**src/rtl/clk_div_sched_pkg.sv**
```systemverilog
// Shared types and constants for the clock-divider scheduler.
// Holds the FSM state encoding, divisor/settle widths and the settle-length helper.
package clk_div_sched_pkg;

    localparam int DIV_W = 16;
    localparam int SET_W = 17;

    typedef enum logic [2:0] {
        ST_IDLE,
        ST_SWITCH,
        ST_SETTLE,
        ST_GRANT,
        ST_RELEASE
    } state_t;

    // Two half-periods per divisor step; a zero divisor still needs two cycles to settle.
    function automatic logic [SET_W-1:0] settle_len(input logic [DIV_W-1:0] div);
        if (div == '0) begin
            return SET_W'(2);
        end
        return {div, 1'b0};
    endfunction

endpackage

```
**src/rtl/clk_div_sched_rr.sv**
```systemverilog
// Combinational round-robin arbiter: the search starts at ptr and ascends with wrap.
// Produces a one-hot winner, its index and a valid flag.
module rr_arbiter #(
    parameter int N_REQ = 4,
    parameter int ID_W  = 2
) (
    input  logic [N_REQ-1:0] req,
    input  logic [ID_W-1:0]  ptr,
    output logic [N_REQ-1:0] winner,
    output logic [ID_W-1:0]  index,
    output logic             valid
);

    logic [ID_W-1:0] idx;

    always_comb begin
        winner = '0;
        index  = '0;
        valid  = 1'b0;
        idx    = '0;
        for (int k = 0; k < N_REQ; k++) begin
            idx = ID_W'((int'(ptr) + k) % N_REQ);
            if (!valid && req[idx]) begin
                valid       = 1'b1;
                index       = idx;
                winner[idx] = 1'b1;
            end
        end
    end

endmodule

```
**src/rtl/clk_div_sched.sv**
```systemverilog
// Schedules exclusive use of one clock divider among N_REQ requesters.
// Optional grant hold limit enabled by defining CLK_DIV_SCHED_HOLD_LIMIT_EN.
module clk_div_sched
    import clk_div_sched_pkg::*;
#(
    parameter int               N_REQ    = 4,
    parameter logic [DIV_W-1:0] IDLE_DIV = 16'd0,
    parameter logic [15:0]      HOLD_MAX = 16'hFFFF,
    localparam int              ID_W     = (N_REQ > 1) ? $clog2(N_REQ) : 1
) (
    input  logic                   clk_in,
    input  logic                   rst_n,
    input  logic [N_REQ-1:0]       req,
    input  logic [DIV_W*N_REQ-1:0] div_req,
    output logic [DIV_W-1:0]       div_out,
    output logic [N_REQ-1:0]       gnt,
    output logic [ID_W-1:0]        cur_id,
    output logic                   busy,
    output logic                   timeout
);

    state_t             state;
    state_t             next_state;
    logic [DIV_W-1:0]   div_lat;
    logic [DIV_W-1:0]   div_sel;
    logic [ID_W-1:0]    ptr;
    logic [SET_W-1:0]   settle_cnt;
    logic [N_REQ-1:0]   arb_req;
    logic [N_REQ-1:0]   arb_winner;
    logic [ID_W-1:0]    arb_index;
    logic               arb_valid;
    logic [N_REQ-1:0]   cur_oh;
    logic [N_REQ-1:0]   gnt_nxt;
    logic               hold_expired;
    logic               cur_req;

    assign cur_req = req[cur_id];

`ifdef CLK_DIV_SCHED_HOLD_LIMIT_EN
    logic [15:0]      hold_cnt;
    logic [N_REQ-1:0] blocked;
    logic             timeout_nxt;

    assign hold_expired = (hold_cnt >= HOLD_MAX);
    assign timeout_nxt  = (state == ST_GRANT) && cur_req && hold_expired;
    // A revoked requester stays masked until it has dropped its request once.
    assign arb_req      = req & ~blocked;

    always_ff @(posedge clk_in) begin
        if (!rst_n) begin
            hold_cnt <= '0;
            blocked  <= '0;
            timeout  <= 1'b0;
        end else begin
            hold_cnt <= (state == ST_GRANT) ? hold_cnt + 1'b1 : '0;
            blocked  <= (blocked & req) | (timeout_nxt ? cur_oh : '0);
            timeout  <= timeout_nxt;
        end
    end
`else
    assign hold_expired = 1'b0;
    assign arb_req      = req;
    assign timeout      = 1'b0;
`endif

    rr_arbiter #(
        .N_REQ (N_REQ),
        .ID_W  (ID_W)
    ) u_arb (
        .req    (arb_req),
        .ptr    (ptr),
        .winner (arb_winner),
        .index  (arb_index),
        .valid  (arb_valid)
    );

    always_comb begin
        div_sel = '0;
        for (int i = 0; i < N_REQ; i++) begin
            if (arb_index == ID_W'(i)) begin
                div_sel = div_req[DIV_W*i +: DIV_W];
            end
        end
    end

    always_comb begin
        cur_oh         = '0;
        cur_oh[cur_id] = 1'b1;
    end

    always_ff @(posedge clk_in) begin
        if (!rst_n) begin
            state <= ST_IDLE;
        end else begin
            state <= next_state;
        end
    end

    always_comb begin
        next_state = state;
        case (state)
            ST_IDLE: begin
                if (arb_valid) next_state = ST_SWITCH;
            end
            ST_SWITCH: begin
                if (!cur_req)                 next_state = ST_RELEASE;
                else if (div_lat == div_out)  next_state = ST_GRANT;
                else                          next_state = ST_SETTLE;
            end
            ST_SETTLE: begin
                if (!cur_req)                         next_state = ST_RELEASE;
                else if (settle_cnt == SET_W'(1))     next_state = ST_GRANT;
            end
            ST_GRANT: begin
                if (!cur_req || hold_expired) next_state = ST_RELEASE;
            end
            ST_RELEASE: next_state = ST_IDLE;
            default:    next_state = ST_IDLE;
        endcase
    end

    // The grant falls on the same edge that leaves GRANT.
    always_comb begin
        busy    = (state != ST_IDLE);
        gnt_nxt = '0;
        if ((state == ST_GRANT) && cur_req && !hold_expired) begin
            gnt_nxt = cur_oh;
        end
    end

    always_ff @(posedge clk_in) begin
        if (!rst_n) begin
            div_out    <= IDLE_DIV;
            div_lat    <= '0;
            gnt        <= '0;
            cur_id     <= '0;
            ptr        <= '0;
            settle_cnt <= '0;
        end else begin
            gnt <= gnt_nxt;
            case (state)
                ST_IDLE: begin
                    if (arb_valid) begin
                        cur_id  <= arb_index;
                        div_lat <= div_sel;
                    end
                end
                ST_SWITCH: begin
                    if (div_lat != div_out) begin
                        div_out    <= div_lat;
                        settle_cnt <= settle_len(div_lat);
                    end
                end
                ST_SETTLE: begin
                    settle_cnt <= settle_cnt - 1'b1;
                end
                ST_RELEASE: begin
                    ptr <= (cur_id == ID_W'(N_REQ - 1)) ? '0 : cur_id + 1'b1;
                end
                default: begin
                end
            endcase
        end
    end

endmodule

```
**config.mk**
```make
export PLATFORM = sky130hd
export DESIGN_NAME = clk_div_sched
export DESIGN_NICKNAME = d
export VERILOG_FILES = /design/src/rtl/clk_div_sched_pkg.sv /design/src/rtl/clk_div_sched_rr.sv /design/src/rtl/clk_div_sched.sv
export SDC_FILE = /design/constraint.sdc
export NUM_CORES = 1
export LEC_CHECK = 0
export BUFFER_PORTS_ARGS = -buffer_cell sky130_fd_sc_hd__buf_2
export CELL_PAD_IN_SITES_DETAIL_PLACEMENT = 1
export CELL_PAD_IN_SITES_GLOBAL_PLACEMENT = 2
export CORE_MARGIN = 2
export CORE_UTILIZATION = 28
export DETAILED_ROUTE_END_ITERATION = 12
export MAX_ROUTING_LAYER = met4
export PLACE_DENSITY = 0.73
export SYNTH_ARGS = -nofsm -noshare
export SYNTH_HDL_FRONTEND = slang
export SYNTH_HIERARCHICAL = 1
export SYNTH_SLANG_ARGS = --single-unit
```
**constraint.sdc**
```tcl
create_clock -name clk_in -period 3.2 [get_ports clk_in]
set_input_delay 0.48 -clock clk_in [delete_from_list [all_inputs] [get_ports clk_in]]
set_output_delay 0.48 -clock clk_in [all_outputs]
set_load 0.005 [all_outputs]
```
### Word-level counts from Yosys, hierarchy flattened

Index checks and enable logic that the tools add are counted.

| word-level totals | value |
|---|---|
| logic and storage cells | 91 |
| bits in registers | 60 |
| input port bits | 70 |
| output and inout port bits | 24 |

| operators by class | value |
|---|---|
| $add $sub $neg | 5 |
| mux-type cells | 40 |
| reduce and logical (&&, ||, !) cells | 18 |
| order comparisons | 6 |
| equality and inequality tests | 15 |

Operators by type and width:

| cell | number |
|---|---|
| $mux W16 | 4 |
| $mux W17 | 3 |
| $pmux W17 S2 | 1 |
| $eq A17 B1 Y1 const B | 1 |
| $sub A17 B1 Y17 const B | 1 |
| $eq A16 B16 Y1 | 1 |
| $logic_not A16 Y1 | 1 |
| $ne A16 B16 Y1 | 1 |
| $lt A2 B3 Y1 const B | 5 |
| $mux W1 | 15 |
| $mux W3 | 5 |
| $pmux W3 S4 | 1 |
| $bmux W1 S2 | 5 |
| $mux W2 | 5 |
| $reduce_and A2 Y1 | 4 |
| $eq A2 B2 Y1 const B | 3 |
| $eq A3 B2 Y1 const B | 2 |
| $ne A2 B2 Y1 const B | 3 |
| $logic_and A1 B1 Y1 | 5 |
| $add A2 B1 Y2 const B | 2 |
| $add A2 B2 Y2 const B | 2 |
| $eq A3 B1 Y1 const B | 1 |
| $eq A3 B3 Y1 const B | 1 |
| $logic_not A1 Y1 | 3 |
| other kinds (9) | 9 |

### Longest topological paths before layout

| depth | value |
|---|---|
| depth after elaboration | 17 |
| depth in mapped cells | 13 |
| mapped depth without buffers | 9 |

### Modules after synthesis

Netlist, hierarchy kept.

By module, submodules not included:

| module | cells each | area an instance (um^2) | seq. area each (um^2) | times used |
|---|---|---|---|---|
| clk_div_sched | 375 | 3275.6 | 1201.2 | 1 |
| rr_arbiter | 45 | 421.7 | 0.0 | 1 |

### Least setup slack after synthesis

Ideal clock, no wire load.

| timing path | value |
|---|---|
| kind | reg2reg |
| start point | reg ptr[0] |
| end point | reg div_lat[10] |
| buffers on the path | 4 |
| setup slack | -0.125 ns |
| setup time | 0.132 ns |
| clock period less this slack | 3.325 ns |
| data required time | 3.068 ns |
| stages on the path, launching flop included | 14 |
| data arrival time | 3.193 ns |
| cell sequence | dfxtp_1 -> buf_6 -> inv_1 -> ha_1 -> mux4_2 -> buf_6 -> and2b_2 -> o21ai_0 -> o31ai_1 -> clkbuf_1 -> buf_2 -> mux4_2 -> nand2_1 -> a21oi_1 |

| between the ends | value |
|---|---|
| cells in the longest elaborated chain, start to end | 17 |
| elaborated cells on any way between the ends | 34 |
| those cells by class | 3 x add/sub; 3 x eq/ne; 20 x mux; 8 x reduce/logical |

Ends and longest elaborated chain:

| element | line | text |
|---|---|---|
| start, declared | clk_div_sched.sv:26 | `logic [ID_W-1:0] ptr;` |
| start signal, assigned | clk_div_sched.sv:158 | `ptr <= (cur_id == ID_W'(N_REQ - 1)) ? '0 : cur_id + 1'b1;` |
| parallel branches: the longest is 11 deep, another holds $add A2 B1 Y2 | -- |  |
| $mux W2 (*) | clk_div_sched_rr.sv:23 | `if (!valid && req[idx]) begin` |
| named net arb_index[0] | clk_div_sched.sv:30 | `logic [ID_W-1:0] arb_index;` |
| $logic_not A2 Y1 | clk_div_sched.sv:80 | `if (arb_index == ID_W'(i)) begin` |
| $mux W16 (3 in a row) | clk_div_sched.sv:80 |  |
| $mux W16 (*) | clk_div_sched.sv:80 |  |
| end signal, assigned | clk_div_sched.sv:145 | `div_lat <= div_sel;` |
| end, declared | clk_div_sched.sv:24 | `logic [DIV_W-1:0] div_lat;` |

Mark *: on every way through the listed nets, which the timed path passes. The select of a mux whose other input is x is not followed.
A chain may end at the register's enable or synchronous reset.

### Worst setup path in the final report

| timing path | value |
|---|---|
| start point | reg ptr[1] |
| end point | reg div_lat[0] |

The elaborated chain is that of the path after synthesis.

==> summary.md <==
| Metric | Value |
|---|---|
| Crit end category | flip-flop |
| Multi-input logic area | ~2200 sq um |
| Largest net degree at the start of global routing | 26 |
| Final nets | between 500 and 600 |
| First-pass GRT wire length | between 15000 and 20000 um |
| Post-CTS Setup Inserts | 0 |
| Max Cap Viol | 0 |
| Fin util | around 36% |
| GRT overflow | 0 |
| First-pass DRT Iterations | 4 |
| Fin crit period | approximately 2.9 ns |
| # setup viols final | 0 |
| Hold Buf Count CTS | 0 |
| PwrDens | 952.3 nW/um^2 |
| Vias after detailed routing | roughly 3500 |
| Number of DRC markers in iteration 0 | ~120 |
| Final Hold Viols | 0 |
| Synth Cell Area | about 3600 sq um |
| Status | finished clean |
| CTS tree | built |
| Routed Antenna Nets | 0 |
| Area grow syn2layout | 26.13% |
| Hold crit path type | in -> reg |
| Peak VDD IR | roughly 290 uV |
| Gr usage total | roughly 18% |
| CP top delay family | multiplexers |
| Core area | approximately 13000 sq um |
| Fillers | around 1500 |
| Syn Nets | between 400 and 500 |
| F_max | 340.2 MHz |
| CTS buffer count | 9 |
| Cell count after synthesis | just over 400 |
| Min Hold Slack | slightly below 0.5 ns |
| Most frequent CP cell | mux4_2 |
| Worst path cell trace | inv_1, ha_1, mux4_2, and2b_2, o21ai_0, o31ai_4, buf_4, mux4_2, nand2_1, a21oi_1 |
| Post-DP Area | approximately 4200 sq um |
| Clock-pin slew on the worst setup and hold paths | about 0.050 ns |
| H-tree depth | 3 |
| Port Buffers | about 90 |
| Cts repair resizes | 0 |
| Final Cell Area | between 4000 and 5000 sq um |
| Initial Utilization | between 20% and 30% |
| Slew Limit Fails | 0 |
| Die Span Y | between 100 and 150 um |
| Antenna violations before repair | 0 |
| Root buffer cell | clkbuf_16 |
| Crit path largest cell delay | around 0.57 ns |
| Fin crit share | a little over 90% |
| Clock latency on the worst-skew pair | 0.33 ns |
| Register area | around 1200 sq um |
| Routed wire length | between 10000 and 15000 um |
| Buf/Inv on CP | 2 |
| CP max stage cell | mux4_2 |
| Row cnt | 41 |
| Clock Tree Buf Depth | 2 |
| I/O pin count | 94 |
| Antenna diodes | 0 |
| RD Place Congestion | approximately 0.88 |
| Wire per inst | 17.25 um |
| Share of post-route cells with drive strength above 1 | between 30 and 40% |
| Vias per cell | approximately 5.3 |
| Critical Path RT | 3.40 ns |
| Warnings from Yosys | 6 |
| CP Data Arrival Time | roughly 3.1 ns |
| Unrepaired setup endpoints after global routing | false |
| Average cell area after synthesis | approximately 8.8 sq um |
| Final HPWL DP | between 8000 and 9000 um |
| Critical-path maximum fanout | 17 |
| Clock skew | about 0.0045 ns |
| Clk sinks | 60 |
| Crit start category | flip-flop |
| Critical path class | reg -> reg |
| Vias in the first global route | roughly 3700 |
| Drt drc | 0 |
| Setup TNS | 0 ns |
| Die area | between 10000 and 15000 sq um |
| Least-Margin Pin Slew | approximately 0.70 ns |
| Die width | around 120 um |
| Slew HR | about 53% |
| P_leak | roughly 1.8 nW |
## stage by stage
stage	setup slack [ns]	std cells	total power, mW
after CTS	0.2619	664	4.329
after global placement	0.3272	650	3.351
after detailed placement	0.2557	650	3.403
final	0.2607	664	4.285
after global routing	0.06660	664	4.640
after floorplan	0.05012	404	2.709
## worst paths after layout
kind                    start  depth (start not counted)  slack [ns]            end
hold / removal          rst_n                          2        0.48  settle_cnt[0]
setup / recovery       ptr[1]                         10        0.26     div_lat[0]
hold reg to reg   div_lat[14]                          2        0.51    div_lat[14]
setup reg to reg       ptr[1]                         10        0.26     div_lat[0]
## flip-flops by register name, indices dropped and copies added, names as in the netlist
signal / flops
settle_cnt: 17
div_lat: 16
div_out: 16
gnt: 4
state: 3
cur_id: 2
ptr: 2
## worst register-to-register path, cell delays in order, from the launching register on
cell,delay (ns)
dfxtp_1,0.43
inv_1,0.11
ha_1,0.36
mux4_2,0.41
and2b_2,0.24
o21ai_0,0.12
o31ai_4,0.09
buf_4,0.33
mux4_2,0.57
nand2_1,0.10
a21oi_1,0.07
## cell usage in the layout, fill, tap and decap left out, types with 8 or more instances in the layout
cell type	instances
xor2_1	16
o21ai_1	15
nand2_1	50
clkbuf_16	9
buf_2	92
inv_1	10
nor3_1	9
a21oi_1	42
dfxtp_1	60
and2_1	8
mux4_2	19
a31oi_1	11
nand3_1	16
nor4_1	14
buf_4	14
nor2_1	14
## per-layer routing
layer / track usage, % / wire length, um / vias to the layer above
met5: - / 0 / -
met4: 8.000 / 265 / 0
met3: 2.008 / 506 / 23
met2: 29.48 / 5440 / 102
met1: 23.33 / 5240 / 1684
li1: - / - / 1678
## layout make-up
type / instances / share of cell area, %
Clock buffer: 12 / 5.923
Clock inverter: 2 / 0.2225
Inverter: 11 / 0.9177
Multi-Input combinational cell: 301 / 48.89
Sequential cell: 60 / 26.70
Tap cell: 172 / 4.783
Timing Repair Buffer: 106 / 12.57
## power by group
group          switching [mW]  internal [mW]
clock                   0.331          0.575
sequential              0.349          0.989
combinational            1.18          0.865
total                    1.86           2.43
Power figures use the tool's default switching activity.
